$ cat src/rtl/csu_switch_sequencer.sv
// csu_switch_sequencer: power sequencing and code-to-switch decode for the
// current-source unit array. The path is two stages: p0 captures the
// accepted code, and p1 decodes it into the registered switch enables.
module csu_switch_sequencer #(
    parameter int SETTLE_CYCLES = 64
) (
    input  logic        clk,
    input  logic        rst,
    input  logic        en,
    input  logic        dem_en,
    input  logic [4:0]  spare_sel,
    input  logic        lsb_red_en,
    input  logic [1:0]  atb_sel,
    input  logic [9:0]  code,
    input  logic        code_valid,
    output logic        code_ready,
    output logic        pdb,
    output logic [1:0]  atb_ena,
    output logic [16:0] therm_sw,
    output logic [5:0]  bin_sw,
    output logic        bin_red_sw,
    output logic [1:0]  pwr_state
);

    typedef enum logic [1:0] {
        ST_OFF    = 2'd0,
        ST_SETTLE = 2'd1,
        ST_ACTIVE = 2'd2,
        ST_RAMPDN = 2'd3
    } state_t;

    state_t      r_state;
    state_t      w_state_nxt;
    logic [9:0]  r_settle_cnt;
    logic        w_pdb;
    logic        w_code_ready;
    logic        w_accept;
    logic        w_enter_settle;

    logic        r_dem_en;
    logic [4:0]  r_spare_sel;
    logic        r_lsb_red_en;

    logic [9:0]  r_code_p0;
    logic        r_vld_p0;
    logic [3:0]  r_ptr;

    logic [16:0] r_therm_p1;
    logic [5:0]  r_bin_p1;
    logic        r_red_p1;
    logic [1:0]  r_atb_p1;

    logic [3:0]  w_m;
    logic [3:0]  w_ptr_eff;

    // Places m logical units starting at ptr (mod 16), then moves the
    // logical unit chosen for replacement onto the spare unit 16.
    function automatic logic [16:0] therm_decode(input logic [3:0] m,
                                                 input logic [3:0] ptr,
                                                 input logic [4:0] spare);
        logic [16:0] ones;
        logic [15:0] base;
        logic [31:0] dbl;
        logic [15:0] logical;
        logic [16:0] phys;
        ones    = (17'd1 << m) - 17'd1;
        base    = ones[15:0];
        dbl     = {base, base} << ptr;
        logical = dbl[31:16];
        if (!spare[4]) begin
            phys = {logical[spare[3:0]], logical & ~(16'd1 << spare[3:0])};
        end else begin
            phys = {1'b0, logical};
        end
        return phys;
    endfunction

    assign w_accept       = code_valid & w_code_ready;
    assign w_enter_settle = (r_state == ST_OFF) & en;
    assign w_m            = r_code_p0[9:6];
    assign w_ptr_eff      = r_dem_en ? r_ptr : 4'd0;

    // Power state register.
    always_ff @(posedge clk) begin
        if (rst) r_state <= ST_OFF;
        else     r_state <= w_state_nxt;
    end

    // Next-state and state-decoded outputs.
    always_comb begin
        w_state_nxt  = r_state;
        w_pdb        = 1'b0;
        w_code_ready = 1'b0;
        case (r_state)
            ST_OFF: begin
                if (en) w_state_nxt = ST_SETTLE;
            end
            ST_SETTLE: begin
                w_pdb = 1'b1;
                if (!en) w_state_nxt = ST_OFF;
                else if (r_settle_cnt == 10'(SETTLE_CYCLES - 1)) w_state_nxt = ST_ACTIVE;
            end
            ST_ACTIVE: begin
                w_pdb        = 1'b1;
                w_code_ready = 1'b1;
                if (!en) w_state_nxt = ST_RAMPDN;
            end
            ST_RAMPDN: begin
                w_pdb       = 1'b1;
                w_state_nxt = ST_OFF;
            end
            default: w_state_nxt = ST_OFF;
        endcase
    end

    // Settle counter runs only while staying in SETTLE, otherwise cleared.
    always_ff @(posedge clk) begin
        if (rst) r_settle_cnt <= '0;
        else if (r_state == ST_SETTLE && w_state_nxt == ST_SETTLE) r_settle_cnt <= r_settle_cnt + 10'd1;
        else r_settle_cnt <= '0;
    end

    // Configuration is frozen on the OFF->SETTLE edge for the whole power cycle.
    always_ff @(posedge clk) begin
        if (rst) begin
            r_dem_en     <= 1'b0;
            r_spare_sel  <= 5'd0;
            r_lsb_red_en <= 1'b0;
        end else if (w_enter_settle) begin
            r_dem_en     <= dem_en;
            r_spare_sel  <= spare_sel;
            r_lsb_red_en <= lsb_red_en;
        end
    end

    // ---- p0: capture accepted code; flushed whenever leaving ACTIVE ----
    always_ff @(posedge clk) begin
        if (rst) begin
            r_code_p0 <= '0;
            r_vld_p0  <= 1'b0;
        end else begin
            r_vld_p0 <= w_accept & (w_state_nxt == ST_ACTIVE);
            if (w_accept) r_code_p0 <= code;
        end
    end

    // ---- p1: decode into switch enables; forced open outside ACTIVE ----
    always_ff @(posedge clk) begin
        if (rst) begin
            r_therm_p1 <= '0;
            r_bin_p1   <= '0;
            r_red_p1   <= 1'b0;
            r_atb_p1   <= 2'b00;
            r_ptr      <= 4'd0;
        end else if (w_state_nxt != ST_ACTIVE) begin
            r_therm_p1 <= '0;
            r_bin_p1   <= '0;
            r_red_p1   <= 1'b0;
            r_atb_p1   <= 2'b00;
            if (w_enter_settle) r_ptr <= 4'd0;
        end else begin
            r_atb_p1 <= atb_sel;
            if (r_vld_p0) begin
                r_therm_p1 <= therm_decode(w_m, w_ptr_eff, r_spare_sel);
                r_bin_p1   <= {r_code_p0[5:1], r_code_p0[0] & ~r_lsb_red_en};
                r_red_p1   <= r_code_p0[0] & r_lsb_red_en;
                if (r_dem_en) r_ptr <= r_ptr + w_m;
            end
        end
    end

    assign code_ready = w_code_ready;
    assign pdb        = w_pdb;
    assign pwr_state  = r_state;
    assign atb_ena    = r_atb_p1;
    assign therm_sw   = r_therm_p1;
    assign bin_sw     = r_bin_p1;
    assign bin_red_sw = r_red_p1;

endmodule

$ cat config.mk
export PLATFORM = sky130hd
export DESIGN_NAME = csu_switch_sequencer
export DESIGN_NICKNAME = d
export VERILOG_FILES = /design/src/rtl/csu_switch_sequencer.sv
export SDC_FILE = /design/constraint.sdc
export NUM_CORES = 1
export LEC_CHECK = 0
export ABC_AREA = 1
export BUFFER_PORTS_ARGS = -buffer_cell sky130_fd_sc_hd__buf_2
export CAP_MARGIN = 10
export CORE_MARGIN = 2
export CORE_UTILIZATION = 52
export DETAILED_ROUTE_END_ITERATION = 10
export PLACE_DENSITY_LB_ADDON = 0.05
export SETUP_SLACK_MARGIN = 0.5
export SLEW_MARGIN = 10
export SYNTH_ARGS = -nofsm -noshare
export SYNTH_HDL_FRONTEND = slang
export SYNTH_SLANG_ARGS = --single-unit
$ cat constraint.sdc
create_clock -name clk -period 2.2 [get_ports clk]
set_clock_uncertainty 0.1 [all_clocks]
set_input_delay 0.11 -clock clk [delete_from_list [all_inputs] [get_ports clk]]
set_output_delay 0.11 -clock clk [all_outputs]
set_load 0.02 [all_outputs]
Yosys cells after proc, flatten, opt, wreduce, memory -nomap -nowiden
Index checks and enable logic that the tools add are counted.
{ "totals": {"mem_bits_rw": 0, "mem_count": 0, "register_bits": 60, "output_inout_bits": 30, "latch_bits": 0, "mem_bits_ro": 0, "input_bits": 23} }
{ "op_classes": {"reduce_logical": 8, "mux": 15, "n_mul": 0, "n_eq_ne": 8, "order_cmp": 1, "div": 0, "n_bitwise": 9, "n_addsub": 3, "n_shift": 3} }
{ "op_table": {"columns": ["operator", "n"], "rows": [
  ["$shl 1x4->16 const A", 2],
  ["$shl 32x4->32", 1],
  ["$mux 4", 5],
  ["$mux 17", 1],
  ["$and 16x16->16", 1],
  ["$not 16->16", 1],
  ["$sub 16x1->16 const B", 1],
  ["$add 10x1->10 const B", 1],
  ["$eq 10x6->1 const B", 1],
  ["$mux 2", 4],
  ["$pmux 2 s4", 1],
  ["$eq 2x2->1 const B", 3],
  ["$and 1x1->1", 5],
  ["$lt 4x5->1 const B", 1],
  ["$add 4x4->4", 1],
  ["$bmux 1 s4", 1],
  ["$eq 2x1->1 const B", 2],
  ["$ne 2x2->1 const B", 2],
  ["$reduce_bool 2->1", 2],
  ["$reduce_or 2->1", 2],
  ["$mux 1", 3],
  ["$reduce_and 3->1", 1],
  ["$reduce_or 3->1", 1],
  ["$logic_not 2->1", 1],
  ["other kinds (2)", 3]
]} }

Depth between registers and ports, before layout
{ "logic_depth": {"depth_word": 8, "mapped_depth": 22, "ltp_nobuf": 20} }

Worst setup path before layout
Ideal clock, no wire load.
{ "synth_path": {"kind": "register to register", "startpoint": "register r_code_p0[9]", "endpoint": "register r_therm_p1[16], in the netlist therm_sw[16]", "stages_incl_launch_ff": 23, "t_arrival_ns": 2.185, "required_time_ns": 2.034, "path_slack_ns": -0.151, "n_path_buf": 2, "synth_period_minus_slack_ns": 2.351, "cell_sequence": "dfxtp_1 -> buf_4 -> nor2_4 -> nand2_1 -> inv_2 -> nand2_1 -> ha_1 -> buf_2 -> nand3_1 -> nand2_1 -> inv_1 -> nand3_1 -> nand2_1 -> nand2_1 -> nand3_1 -> nand3_1 -> nand3_1 -> nand2_1 -> nor2_1 -> nand2_1 -> nand3_2 -> nand3_2 -> a21oi_2"} }
{ "synth_between": {"elab_chain_cells": 6} }
{ "synth_lines": {"columns": ["item", "line", "rtl"], "rows": [
  ["from (decl)", "44", "logic [9:0] r_code_p0;"],
  ["from (signal assigned)", "143", "if (w_accept) r_code_p0 <= code;"],
  ["$shl 1x4->16", "66", "ones = (17'd1 << m) - 17'd1;"],
  ["$sub 16x1->16", "66", null],
  ["$shl 32x4->32", "68", "dbl = {base, base} << ptr;"],
  ["$bmux 1 s4", "71", "phys = {logical[spare[3:0]], logical & ~(16'd1 << spare[3:0])};"],
  ["$mux 1 (implied by the code)", "71", null],
  ["$mux 17", "70", "if (!spare[4]) begin"],
  ["to (signal assigned)", "164", "r_therm_p1 <= therm_decode(w_m, w_ptr_eff, r_spare_sel);"],
  ["to (decl)", "48", "logic [16:0] r_therm_p1;"]
]} }
No other way between the ends. The select of a mux whose other input is x is not followed.
A chain may end at the register's enable or synchronous reset.

Final worst setup path
{ "layout_path": {"startpoint": "register r_code_p0[8]", "endpoint": "register r_therm_p1[16], in the netlist therm_sw[16]"} }
Same word-level chain as after synthesis.

==> impl_metrics.ini <==
[outcome]
status = finished, violations left
violations = setup timing

[critical_path]
slowest_delay_ns = 0.34
r2r_slack_ns = -0.16
setup.worst_path.end_class = flop
critical_path.top_delay_family = simple AND/OR/NAND/NOR gates
worstPathRequired_ns = 2.34
rr_worst_depth = 19
r2r_start = r_code_p0[8]$_SDFFE_PP0P_
crit_fanout = 6
crit_path_start = r_code_p0[8]$_SDFFE_PP0P_
crit_end = therm_sw[16]$_SDFFE_PP0P_
crit_chain = nor2_4 > nand2_2 > inv_2 > nand2_2 > ha_4 > buf_6 > buf_6 > nand3_4 > nand3_4 > nand3_2 > nand3_1 > nand3_1 > nand3_1 > nand2_1 > nor2_1 > nand2_1 > nand3_2 > nand3_2 > a21oi_2
crit_path_top_delay_cell = dfxtp_2
crit_cells = 19
r2r_end = therm_sw[16]$_SDFFE_PP0P_
cp_num_buf_inv = 3
path_class = flop to flop
crit_arrival_ns = 2.50
crit_path_start_kind = flop

[floorplan]
dieArea_um2 = 7880
die_h_um = 88.8
ios = 53
rows = 30
chipWidth_um = 88.8
initial_core_util_pct = 54.4
coreArea_um2 = 6870

[timing]
tns_ns = -0.827
fin_ws_ns = -0.164
slew_violations = 0
min_period_over_period_pct = 107
max_freq_ghz = 0.423
tightest_slew_ns = 0.623
rsz0062_at_grt = yes
whs_ns = 0.0736
finalCriticalPeriod_ns = 2.36
worst_slew_margin_rel_pct = 58.3
hold_violations = 0
setup_viol = 11

[logic_synthesis]
ys_seq_area_share_pct = 32.2
ys_ff_latch = 60
yosysWarnings = 0
synth_fp_nets = 592
synthCells = 563
synth_cell_types = 29
synth_area_um2 = 3740
synth.avg_cell_area_um2 = 6.64

[clock_tree]
root_buffer = clkbuf_8
h-tree-depth = 3
cts_tree = done
cts_made_buffers = 9
cts_sinks = 60
clk_pin_slew_worst_paths_ns = 0.08
clock_latency_ns = 0.34
clockBufferDepth = 2

[route]
routedWlPerCell_um = 15.6
drt_iter0_drc = 349
vias = 4277
dr.pass1.iters = 5
viasPerCell = 5.58
wirelength_um = 12000
antenna_left = 0
drc_errors = 0

[grt]
grt_use_met3_pct = 4.10
grt_pass1_vias = 3929
antenna_found_initial = 0
gr-total-overflow = 0
gr-usage-met2_pct = 52.0
grt_use_met1_pct = 39.2
top_usage_layer = met2
grt_pass1_wl_um = 18600
grt_max_degree = 25
track_usage_pct = 30.1

[placed_design]
pre_cts_slack_ns = -0.154
dpl.cell_count = 714
gp_congestion = 0.919
dp_hpwl_um = 7670
io_buffers = 52

[layout]
layout-drive-gt1-share_pct = 36.4
nets = 694
fillCellCount = 531
syn_to_final_growth_pct = 41.5
mostFrequentLayoutCell = nand2_1
diodes = 0
layout_common_cells = 111 x nand2_1, 71 x nand3_1, 60 x nor2_1, 52 x buf_2, 51 x dfxtp_1
final_util_pct = 76.9
finalNonFillerCells = 766

[power_and_ir_drop]
irDropWorstVdd_mv = 0.255
power_density_nw_per_um2 = 436
p_leak_nw = 2.26

[worst_hold_path]
min_from = en
holdCritPathClass = input pin to flop

[flow_run]
cap_violations = 0
-- layout make-up --
class                      instances  area [um2]  share of cell area (%)
clock buffer                       9         124                    2.34
clock inverter                     7        75.1                    1.42
inverter                          52         198                    3.74
multi-input combinational        427        2690                    50.8
sequential                        60        1210                    22.9
tap                               96         120                    2.27
timing repair buffer             115         871                    16.5
-- routing by layer --
metal / part of all wire, % / wire [um]
met1: 44 / 5220
met2: 48 / 5780
met3: 6.4 / 760
met5: 0 / 0
met4: 1.6 / 187
-- sequential cells by signal, summed over array words and instances, names as in the netlist --
signal / flops
therm_sw: 17
atb_ena: 2
bin_red_sw: 1
r_settle_cnt: 10
r_ptr: 4
r_vld_p0: 1
r_spare_sel: 5
r_code_p0: 10
r_lsb_red_en: 1
pwr_state: 2
r_dem_en: 1
bin_sw: 6
-- cell families after synthesis --
kind of cell | synth area share, %
fa+ha+maj | 2.21
flops | 32.1
buf+inv | 8.31
compound gates | 12.1
simple gates | 42.9
xor+xnor | 2.34
-- worst reg2reg max path, stage by stage (launching register included) --
cell	delay [ns]
dfxtp_2	0.34
nor2_4	0.11
nand2_2	0.07
inv_2	0.08
nand2_2	0.06
ha_4	0.19
buf_6	0.14
buf_6	0.12
nand3_4	0.11
nand3_4	0.11
nand3_2	0.09
nand3_1	0.11
nand3_1	0.17
nand3_1	0.08
nand2_1	0.07
nor2_1	0.04
nand2_1	0.06
nand3_2	0.08
nand3_2	0.09
a21oi_2	0.05
-- how the worst min path moves through the flow --
stage	to	slack, ns	cells after the start
6_report	r_dem_en$_SDFFE_PP0P_	0.07	5
5_1_grt	r_dem_en$_SDFFE_PP0P_	0.09	5
4_1_cts	pwr_state[0]$_SDFF_PP0_	0.09	2
3_5_place_dp	atb_ena[0]$_SDFF_PP0_	0.23	3
3_3_place_gp	atb_ena[1]$_SDFF_PP0_	0.23	3
2_1_floorplan	r_code_p0[1]$_SDFFE_PP0P_	0.09	1
-- timing repair --
| action | 4_1_cts | 5_1_grt |
|---|---|---|
| endpoints found under the setup margin | 34 | 40 |
| endpoints found under the hold margin | 19 | 0 |
| hold buffers | 20 | 0 |
| pin swaps | 17 | 20 |
| resized for setup | 47 | 74 |
| cloned | 3 | 0 |
| setup buffers | 10 | 3 |
-- power breakdown --
group	switching, W	total, W	leakage, nW	internal, W
Combinational	0.0000983	0.000172	1.66	0.0000733
Sequential	0.0000139	0.00111	0.490	0.00110
Clock	0.000492	0.00102	0.104	0.000531
-- synth_stat cells (all sizes together) --
library cell    n  area (um2)
nor2           71         292
or2             4        25.0
nand2         144         556
inv            50         188
nand3         117         696
a21oi          34         174
dfxtp          60        1200
nand4           3        18.8
clkinv          2        7.51
nor3            3        15.0
a211oi         19         143
a221o          11         110
xor2            5        43.8
fa              1        20.0
clkbuf         11        41.3
o21ai           4        20.0
ha              5        62.6
buf            13        73.8
xnor2           5        43.8
o22ai           1        6.26
-- per-stage QoR --
stage | area [um2] | total power (W)
floorplan | 3790 | 0.00122
detailed placement | 4250 | 0.00126
global route | 5290 | 0.00238
CTS | 4960 | 0.00229
finish | 5290 | 0.00230
global placement | 4250 | 0.00126
Power figures use the tool's default switching activity.
